File: src/rtl/uart_frame_parser.sv
// uart_frame_parser: pops 16-bit words from a UART receive FIFO and parses
// SYNC / LEN / payload / CSUM frames, streaming the payload over valid/ready.
//
// Ports:
//   clk, reset        clock, asynchronous active-high reset
//   enable            allow new FIFO reads; 0 also freezes the starvation timer
//   rx_empty          FIFO empty flag
//   read_rx_data      FIFO word, valid the cycle after an enable_rx_read pulse
//   enable_rx_read    one-cycle FIFO pop strobe
//   payload_data      payload word, held while payload_valid && !payload_ready
//   payload_valid     payload_data holds an unaccepted word
//   payload_ready     consumer accepts the word
//   payload_last      marks the final payload word of a frame
//   frame_len         LEN of the most recently accepted frame
//   frame_done        one-cycle pulse: checksum matched
//   frame_error       one-cycle pulse: frame aborted
//   error_code        1 = LEN too large, 2 = bad checksum, 3 = timeout

module uart_frame_parser #(
    parameter logic [15:0] SYNC_WORD      = 16'hA55A,
    parameter int          MAX_LEN        = 256,
    parameter int          TIMEOUT_CYCLES = 1_000_000
) (
    input  logic        clk,
    input  logic        reset,
    input  logic        enable,
    input  logic        rx_empty,
    input  logic [15:0] read_rx_data,
    output logic        enable_rx_read,
    output logic [15:0] payload_data,
    output logic        payload_valid,
    input  logic        payload_ready,
    output logic        payload_last,
    output logic [15:0] frame_len,
    output logic        frame_done,
    output logic        frame_error,
    output logic [1:0]  error_code
);

    localparam int TW = $clog2(TIMEOUT_CYCLES);
    localparam logic [TW-1:0] T_LAST = TW'(TIMEOUT_CYCLES - 1);
    localparam logic [15:0] MAX_W = 16'(MAX_LEN);

    typedef enum logic [1:0] {
        HUNT,
        LEN,
        PAYLOAD,
        CSUM
    } state_t;

    state_t state;
    state_t state_next;

    logic          run;
    logic          in_flight;
    logic [15:0]   sum;
    logic [15:0]   remaining;
    logic [TW-1:0] timer;

    logic needs_word;
    logic accept;
    logic cap;
    logic len_bad;
    logic csum_ok;
    logic starve;
    logic expire;

    // A word is captured exactly one cycle after its pop strobe.
    assign cap     = in_flight;
    assign accept  = payload_valid & payload_ready;
    assign len_bad = read_rx_data > MAX_W;
    assign csum_ok = read_rx_data == sum;

    // Starvation only counts while the parser actually wants a word, so
    // consumer backpressure never advances the timer.
    assign starve = (state != HUNT) & needs_word & enable
                  & rx_empty & ~in_flight;
    assign expire = starve & (timer == T_LAST);

    always_ff @(posedge clk or posedge reset) begin
        if (reset) begin
            state <= HUNT;
        end else begin
            state <= state_next;
        end
    end

    always_comb begin
        state_next = state;
        unique case (state)
            HUNT: begin
                if (cap && read_rx_data == SYNC_WORD) begin
                    state_next = LEN;
                end
            end
            LEN: begin
                if (cap) begin
                    if (len_bad) begin
                        state_next = HUNT;
                    end else if (read_rx_data == 16'd0) begin
                        state_next = CSUM;
                    end else begin
                        state_next = PAYLOAD;
                    end
                end
            end
            PAYLOAD: begin
                // CSUM is only fetched once the last word has left.
                if (accept && payload_last) begin
                    state_next = CSUM;
                end
            end
            CSUM: begin
                if (cap) begin
                    state_next = HUNT;
                end
            end
            default: state_next = HUNT;
        endcase
        if (expire) begin
            state_next = HUNT;
        end
    end

    always_comb begin
        needs_word = 1'b0;
        unique case (state)
            HUNT, LEN, CSUM: needs_word = 1'b1;
            PAYLOAD: begin
                needs_word = (remaining != 16'd0)
                           & (~payload_valid | payload_ready);
            end
            default: needs_word = 1'b0;
        endcase
        // run keeps the strobe low through reset and its first cycle out.
        enable_rx_read = run & enable & ~rx_empty
                       & ~in_flight & needs_word;
    end

    always_ff @(posedge clk or posedge reset) begin
        if (reset) begin
            run           <= 1'b0;
            in_flight     <= 1'b0;
            sum           <= '0;
            remaining     <= '0;
            timer         <= '0;
            payload_data  <= '0;
            payload_valid <= 1'b0;
            payload_last  <= 1'b0;
            frame_len     <= '0;
            frame_done    <= 1'b0;
            frame_error   <= 1'b0;
            error_code    <= '0;
        end else begin
            run         <= 1'b1;
            in_flight   <= enable_rx_read;
            frame_done  <= 1'b0;
            frame_error <= 1'b0;

            if (accept) begin
                payload_valid <= 1'b0;
                payload_last  <= 1'b0;
            end

            if (cap) begin
                timer <= '0;
            end else if (expire) begin
                timer         <= '0;
                frame_error   <= 1'b1;
                error_code    <= 2'd3;
                payload_valid <= 1'b0;
                payload_last  <= 1'b0;
            end else if (starve) begin
                timer <= timer + 1'b1;
            end

            if (cap) begin
                unique case (state)
                    LEN: begin
                        if (len_bad) begin
                            frame_error <= 1'b1;
                            error_code  <= 2'd1;
                        end else begin
                            frame_len <= read_rx_data;
                            sum       <= read_rx_data;
                            remaining <= read_rx_data;
                        end
                    end
                    PAYLOAD: begin
                        payload_data  <= read_rx_data;
                        payload_valid <= 1'b1;
                        payload_last  <= remaining == 16'd1;
                        sum           <= sum + read_rx_data;
                        remaining     <= remaining - 16'd1;
                    end
                    CSUM: begin
                        if (csum_ok) begin
                            frame_done <= 1'b1;
                        end else begin
                            frame_error <= 1'b1;
                            error_code  <= 2'd2;
                        end
                    end
                    default: begin
                    end
                endcase
            end
        end
    end

endmodule

File: config.mk
export PLATFORM = sky130hd
export DESIGN_NAME = uart_frame_parser
export DESIGN_NICKNAME = d
export VERILOG_FILES = /design/src/rtl/uart_frame_parser.sv
export SDC_FILE = /design/constraint.sdc
export NUM_CORES = 1
export LEC_CHECK = 0
export BUFFER_PORTS_ARGS = -buffer_cell sky130_fd_sc_hd__buf_4
export CORE_MARGIN = 2
export CORE_UTILIZATION = 55
export DETAILED_ROUTE_END_ITERATION = 10
export GPL_ROUTABILITY_DRIVEN = 0
export PLACE_DENSITY = 0.86
export SLEW_MARGIN = 10
export SYNTH_ARGS = -nofsm -noshare
export SYNTH_HDL_FRONTEND = slang
export SYNTH_SLANG_ARGS = --single-unit
File: constraint.sdc
create_clock -name clk -period 2.7 [get_ports clk]
set_input_delay 0 -clock clk [delete_from_list [all_inputs] [get_ports clk]]
set_output_delay 0 -clock clk [all_outputs]
set_load 0.01 [all_outputs]
---- Word-level counts from Yosys, hierarchy flattened ----
Cells that the tools add are included.
W data, S select, Z words.
word-level totals
  bits in registers ....................... 94
  input bits .............................. 21
  output and inout port bits .............. 39
  word-level logic and storage cells ...... 98
cells by class
  $add $sub $neg .......................... 3
  order comparisons ....................... 1
  equal/unequal tests ..................... 12
  multiplexer cells ....................... 40
  bitwise logic cells ..................... 16
  reductions and logical operators ........ 13
operator list
  operator                 number
  $pmux W16 S2             2
  $mux W20                 3
  $mux W2                  11
  $add A20 B1 Y20 const B  1
  $eq A20 B20 Y1 const B   1
  $mux W1                  19
  $add A16 B16 Y16         1
  $eq A16 B1 Y1 const B    1
  $eq A16 B16 Y1           1
  $eq A16 B16 Y1 const B   1
  $gt A16 B9 Y1 const B    1
  $logic_not A16 Y1        1
  $mux W16                 1
  $reduce_bool A16 Y1      1
  $sub A16 B1 Y16 const B  1
  $ne A3 B3 Y1 const B     4
  $and A1 B1 Y1            11
  $pmux W2 S4              1
  $reduce_and A3 Y1        2
  $eq A2 B2 Y1 const B     2
  $not A1 Y1               4
  $pmux W1 S2              2
  $pmux W2 S2              1
  $reduce_and A4 Y1        1
  other kinds (9)          11

---- Logic depth before layout (Yosys ltp) ----
Gate-level depths: netlist of the first run.
  word-level depth ........................ 14
  gate-level depth with buffers ........... 9
  mapped depth without buffers ............ 9

---- Worst setup path before layout of the first run ----
OpenSTA, ideal clock, no wires.
  path kind ............................... reg2reg
  start ................................... register sum[0]
  end ..................................... register sum[8]
  setup time .............................. 0.121 ns
  data arrival time ....................... 1.977 ns
  required time ........................... 2.579 ns
  path slack .............................. 0.602 ns
  cell stages (with the launch flop) ...... 10
  path through ............................ dfrtp_1 > ha_1 > inv_1 > fa_1 > nor2b_1 > o31a_1 > nor2_1 > o21ai_0 > mux2_2 > o22a_1
between the ends
  word-level cells in the longest chain between the ends .. 2
ends and longest elaborated chain
  element                   RTL line  RTL
  start: declaration        56        logic [15:0] sum;
  start signal: assignment  185       sum <= read_rx_data;
  start signal: assignment  193       sum <= sum + read_rx_data;
  $add A16 B16 Y16          193
  $pmux W16 S2              178       unique case (state)
No other way between the ends.
A chain may end at the register's enable or synchronous reset.

---- Worst setup path in the final report of the first run ----
  start ................................... register sum[9]
  end ..................................... register error_code[1]
between the ends
  word-level cells in the longest chain between the ends .. 4
ends and longest elaborated chain
  element                 RTL line  RTL
  $eq A16 B16 Y1          72        assign csum_ok = read_rx_data == sum;
  $mux W2                 197       if (csum_ok) begin
  $pmux W2 S2             178
  $mux W2                 177       if (cap) begin
  end signal: assignment  170       error_code <= 2'd3;
  end signal: assignment  182       error_code <= 2'd1;
  end signal: assignment  201       error_code <= 2'd2;
  end: declaration        37        output logic [1:0] error_code
No other way between the ends.

==> results of run 1 <==
-- final cells by class --
class	count	share of cell area
clock buffers	9	0.0198
inverters	12	0.00739
well taps	129	0.0258
multi-input cells	458	0.443
repair buffers	91	0.119
flip-flops and latches	94	0.375
clock inverters	7	0.00998
-- power by group --
group | total [mW] | switching, mW | internal [mW]
registers | 2.09 | 0.319 | 1.78
clock network | 0.920 | 0.563 | 0.356
logic | 2.14 | 1.21 | 0.924
total | 5.15 | 2.09 | 3.06
-- repair_timing --
item / in CTS / in global routing
resized for setup: 0 / 1
endpoints found under the hold margin: 73 / 0
endpoints found under the setup margin: 0 / 1
hold buffers: 19 / 0
-- path summary, 6_finish.rpt --
path	start	to	slack, ns
worst max-delay path	sum[9]$_DFFE_PP0P_	error_code[1]$_DFF_PP0_	0.23
worst min-delay path	read_rx_data[1]	payload_data[1]$_DFFE_PP0P_	0.1
worst max register to register	sum[9]$_DFFE_PP0P_	error_code[1]$_DFF_PP0_	0.23
worst min register to register	payload_data[3]$_DFFE_PP0P_	payload_data[3]$_DFFE_PP0P_	0.49
max in group asynchronous	reset	sum[8]$_DFFE_PP0P_	1.70
min in group asynchronous	reset	error_code[1]$_DFF_PP0_	0.27
-- Yosys cell counts (4+ instances only) --
master,instances
nor4_1,11
nor2b_1,7
a21oi_1,40
inv_1,11
a21o_1,8
xor2_1,5
nand3b_1,4
or3_1,6
nand4_1,8
o21ai_1,6
or4_1,5
and3_1,6
o22ai_1,7
dfrtp_1,94
nor3b_1,7
nand2b_1,6
a31oi_1,7
nor2_1,39
o21ai_0,34
nand2_1,110
and4_1,5
buf_2,6
ha_1,19
nand3_1,16
a211oi_1,4
buf_6,4
clkbuf_1,15
xnor2_1,15
nor3_1,18
mux2i_1,5
and2_1,7
-- worst max-delay path: stages (launching register included) --
cell and delay, ns:
dfrtp_1 0.40, ha_1 0.33, nor4_1 0.32, nand3_1 0.11, a2111oi_1 0.66, buf_4 0.24
nor3b_1 0.07, o31a_1 0.25
-- sequential cells by signal (all words and copies together) (netlist names) --
register / flops
payload_data: 16
remaining: 16
state: 2
payload_last: 1
run: 1
sum: 16
frame_error: 1
error_code: 2
frame_done: 1
frame_len: 16
timer: 20
cap: 1
payload_valid: 1
-- per-layer routing --
metal | GRT usage | wire length (microns)
met3 | 0.0698 | 987
met5 | 0 | 0
met2 | 0.486 | 6870
met1 | 0.357 | 5580
met4 | 0.105 | 436
-- cell families after synthesis --
kind of cell,share of synthesized area
buffers and inverters,0.0362
adders and majority gates,0.0484
muxes,0.0136
DFF,0.442
other,0.000705
xor gates and xnor gates,0.0329
AOI/OAI and AO/OA,0.161
and+or+nand+nor,0.265
==> reports/qor.csv, run 1 <==
metric;value;unit
post-CTS setup buffers;0;
1st-pass router iterations;5;
WS Path Type;flip-flop to flip-flop;
Period Utilization, post-route;0.916;
Area growth, synth to finish;17.8;%
Period minus WS final;2.47;ns
clock latency on the worst-skew pair;0.38;ns
#FFs+latches synth;94;
H-tree levels;3;
Yosys warnings;0;
Area contributors post-synth;dfrtp_1, nand2_1, ha_1;
Synth cell types;67;
Leakage;2.84;nW
Cells after Synth;592;
DP Wirelength;9600;microns
Util after Layout;0.672;
Mapped Area;0.00532;sq mm
Post-Layout Inst Area;0.00627;sq mm
via count;4974;
Avg Cell Area, Syn;8.99;sq um
crit path max fanout;4;
Worst IR Drop VDD;610;uV
vias in the first global route;4909;
Worst setup SP type;flip-flop;
Rel. slew slack;0.509;
DRC Markers;0;
CTS tree;built;
Synth area leader;dfrtp_1;
vias per cell;6.22;
Die Y;102;microns
area of the multi-input gates;0.00278;sq mm
Initial Util;0.570;
PwrDens;822;mW/mm^2
DR iter-0 viols;301;
Final Hold Vio Count;0;
Post-synth EDFFs;0;
fmax;0.404;GHz
layout cells sized above 1;0.158;
leading cell types in the layout, fill and taps excluded;nand2_1, dfrtp_1, buf_4;
GR Overflow Total;0;
CTS clk-pin slew, worst paths;0.11;ns
ys flop type;dfrtp_1;
wire length per cell;17.3;microns
Non-Filler Instances;800;
Critical Path AT;2.75;ns
Power Total;5.15;mW
slew at the pin closest to its max-slew limit;0.734;ns
final setup fails;0;
worst-case reg-to-reg path depth;7;
CTS Root Cell;clkbuf_8;
WHS;0.0951;ns
sequential fraction of the synthesis area;0.442;
setup_tns;0;ns
Setup Skew;0.0167;ns
core area;0.00933;sq mm
post-route ant nets;0;
Max Transition Viols Final;0;
pre-CTS setup slack;0.220;ns
largest net degree at the start of global routing;55;
Crit. End Element;flip-flop;
status;finished clean;
clk buf depth;2;
post-synthesis async set-or-reset flop share;1.00;
most common cell after layout, fill and taps aside;nand2_1;
RSZ-0062 raised after global routing;no;
Num CTS Buffers;9;
initial antenna violation count;0;
dpl cells;765;
Tot GR Track Use;0.287;
Worst Hold Class;input pin to flip-flop;
number of port buffers;59;
first-pass GRT wire length;23600;microns
Storage cell area;0.00235;sq mm
clk sinks;94;
Layout fillers;700;
die width;102;microns
floorplan row count;35;
Diodes inserted;0;
placed cell areas;0.00589;sq mm
final-stage net count;707;
WHS Path Cells;3;
Required @ worst endpoint;2.97;ns
Routed WL;13900;microns
share of the synthesized area in the top cell type;0.442;
max_cap viols;0;
Ports;60;
Die ar.;0.0105;sq mm
final setup margin;0.227;ns
Mapped Nets;633;
Note: power is estimated with default switching activity, not from simulation.
==> run 2: changes to the inputs <==
CORE_MARGIN = default   (was 2)
==> run 2 against run 1 <==
  * Worst setup slack better by 0.030 ns
  * Design area is 0.18% higher
  * Largest cell class unchanged
  * Non-clock buffer count is 1 higher
  * Critical endpoint is now sum[14]$_DFFE_PP0P_
  * Power is 0.17% higher
==> reports/qor.csv, run 2 (same netlist as run 1, synthesis figures left out) <==
metric;value;unit;change
Critical Path AT;2.72;ns;-0.03 ns
Routed WL;14000;microns;+1.0%
DR iter-0 viols;358;;+19%
Power Total;5.16;mW;+0.17%
Worst setup SP type;flip-flop;;
Required @ worst endpoint;2.98;ns;about the same
Tot GR Track Use;0.292;;+0.00502
WS Path Type;flip-flop to flip-flop;;
worst path cell trace;ha_1, inv_1, fa_1, nor2b_1, o31a_1, a211oi_1, o21ai_0, mux2i_1, a211o_1;;
Die Y;100;microns;-2.0%
H-tree levels;3;;unchanged
clock latency on the worst-skew pair;0.38;ns;about the same
Die ar.;0.0101;sq mm;-3.9%
cell-internal power;3.06;mW;about the same
Initial Util;0.570;;unchanged
R2R setup slack;0.26;ns;+0.03 ns
Max Transition Viols Final;0;;unchanged
setup_tns;0;ns;unchanged
Leakage;2.85;nW;+0.26%
vias per cell;6.15;;-1.0%
Period Utilization, post-route;0.905;;-0.0110
Worst Hold Class;input pin to flip-flop;;
layout cells sized above 1;0.159;;+0.00125
Period minus WS final;2.44;ns;-0.0297 ns
GR Overflow Total;0;;unchanged
Num CTS Buffers;9;;unchanged
initial antenna violation count;0;;unchanged
Rel. slew slack;0.566;;+0.0571
Biggest register;timer;;
leading cell types in the layout, fill and taps excluded;nand2_1, dfrtp_1, buf_4;;
clk sinks;94;;unchanged
core area;0.00933;sq mm;unchanged
Diodes inserted;0;;unchanged
die width;100;microns;-2.0%
Area growth, synth to finish;18.0;%;
Setup Skew;0.0129;ns;-0.00380 ns
final-stage net count;708;;+0.14%
slew at the pin closest to its max-slew limit;0.649;ns;-0.0853 ns
# resized after CTS;0;;unchanged
first-pass GRT wire length;23000;microns;-2.6%
floorplan row count;35;;unchanged
CTS tree;built;;
clk buf depth;2;;unchanged
Gate power share;0.415;;about the same
max_cap viols;0;;unchanged
CTS clk-pin slew, worst paths;0.10;ns;about the same
Ports;60;;unchanged
largest net degree at the start of global routing;95;;+73%
switching power;2.10;mW;+0.41%
crit path max fanout;5;;+1
hold buffers post-CTS;19;;unchanged
DRC Markers;0;;unchanged
sw frac;0.407;;+0.00101
DP Wirelength;9670;microns;+0.79%
Final Hold Vio Count;0;;unchanged
Worst IR Drop VDD;630;uV;+3.2%
Crit path buffers/inverters;1;;unchanged
vias in the first global route;4914;;+0.10%
fmax;0.409;GHz;+1.2%
Crit. End Element;flip-flop;;
clock network power share;0.179;;about the same
Top Family by Delay on Critical Path;compound AO/OA/AOI/OAI gates;;
Util after Layout;0.673;;+0.00121
Largest register FFs;20;;unchanged
number of port buffers;59;;unchanged
1st-pass router iterations;5;;unchanged
most common cell after layout, fill and taps aside;nand2_1;;
via count;4930;;-0.88%
Slowest-stage cell, CP;a211oi_1;;
Max stage delay on crit path;0.46;ns;-0.20 ns
Sequential Power Share;0.407;;about the same
status;finished clean;;
post-route ant nets;0;;unchanged
final setup fails;0;;unchanged
post-CTS setup buffers;0;;unchanged
wire length per cell;17.5;microns;+0.91%
PwrDens;822;mW/mm^2;about the same
RSZ-0062 raised after global routing;no;;
CTS Root Cell;clkbuf_8;;
==> run 2: cell types whose count changed in the layout (fill, tap and decap cells not counted) <==
cell	previous run	this run
buf_4	71	72
a2111oi_0	0	1
inv_8	2	1
clkinv_8	0	1
a2111oi_1	1	0
==> run 2: power by group through the flow <==
stage	clock network [mW]	registers (mW)	logic [mW]
floorplan	0	2.09	1.39
global placement	0	2.08	1.94
detailed placement	0	2.10	2.04
CTS	0.927	2.08	2.08
global route	0.992	2.14	2.34
finish	0.923	2.10	2.14
==> run 2: worst paths after layout <==
check	start	to	cells past startpoint
setup / recovery	sum[0]$_DFFE_PP0P_	sum[14]$_DFFE_PP0P_	9
hold / removal	read_rx_data[1]	frame_len[1]$_DFFE_PP0P_	3
setup reg to reg	sum[0]$_DFFE_PP0P_	sum[14]$_DFFE_PP0P_	9
hold reg to reg	frame_len[3]$_DFFE_PP0P_	frame_len[3]$_DFFE_PP0P_	2
max in group asynchronous	reset	payload_data[10]$_DFFE_PP0P_	4
min in group asynchronous	reset	payload_data[3]$_DFFE_PP0P_	4
==> run 2: worst register-to-register path: cells and delay by family (launching register included) <==
family | cells | cell delay [ns]
AND/OR/NAND/NOR | 1 | 0.07
flip-flops | 1 | 0.40
multiplexers | 1 | 0.16
AO/OA/AOI/OAI | 4 | 1.18
adder cells (fa/ha/maj) | 2 | 0.44
buffers and inverters | 1 | 0.09
==> run 2: metrics by stage <==
step | hold WS (ns) | std cells | worst slack [ns] | area, sq um
after global placement | 0.159 | 766 | 0.427 | 5900
after CTS | 0.0608 | 801 | 0.339 | 6280
after detailed placement | 0.163 | 766 | 0.378 | 5900
after floorplan | 0.0611 | 592 | 0.251 | 5320
final | 0.0698 | 801 | 0.257 | 6280
after global routing | 0.0932 | 801 | 0.153 | 6280
==> run 2: layer usage <==
layer	share of wire	global-route usage	up-vias
met5	0	0	-
met4	0.043	0.142	0
met3	0.064	0.0578	59
met2	0.49	0.504	219
met1	0.40	0.348	2380
li1	-	-	2272
==> run 2: final cells by class <==
class	count	area [sq um]
clock buffers	9	124
clock inverters	7	67.6
fillers	695	3050
inverters	12	46.3
multi-input cells	458	2780
flip-flops and latches	94	2350
well taps	129	161
repair buffers	92	751
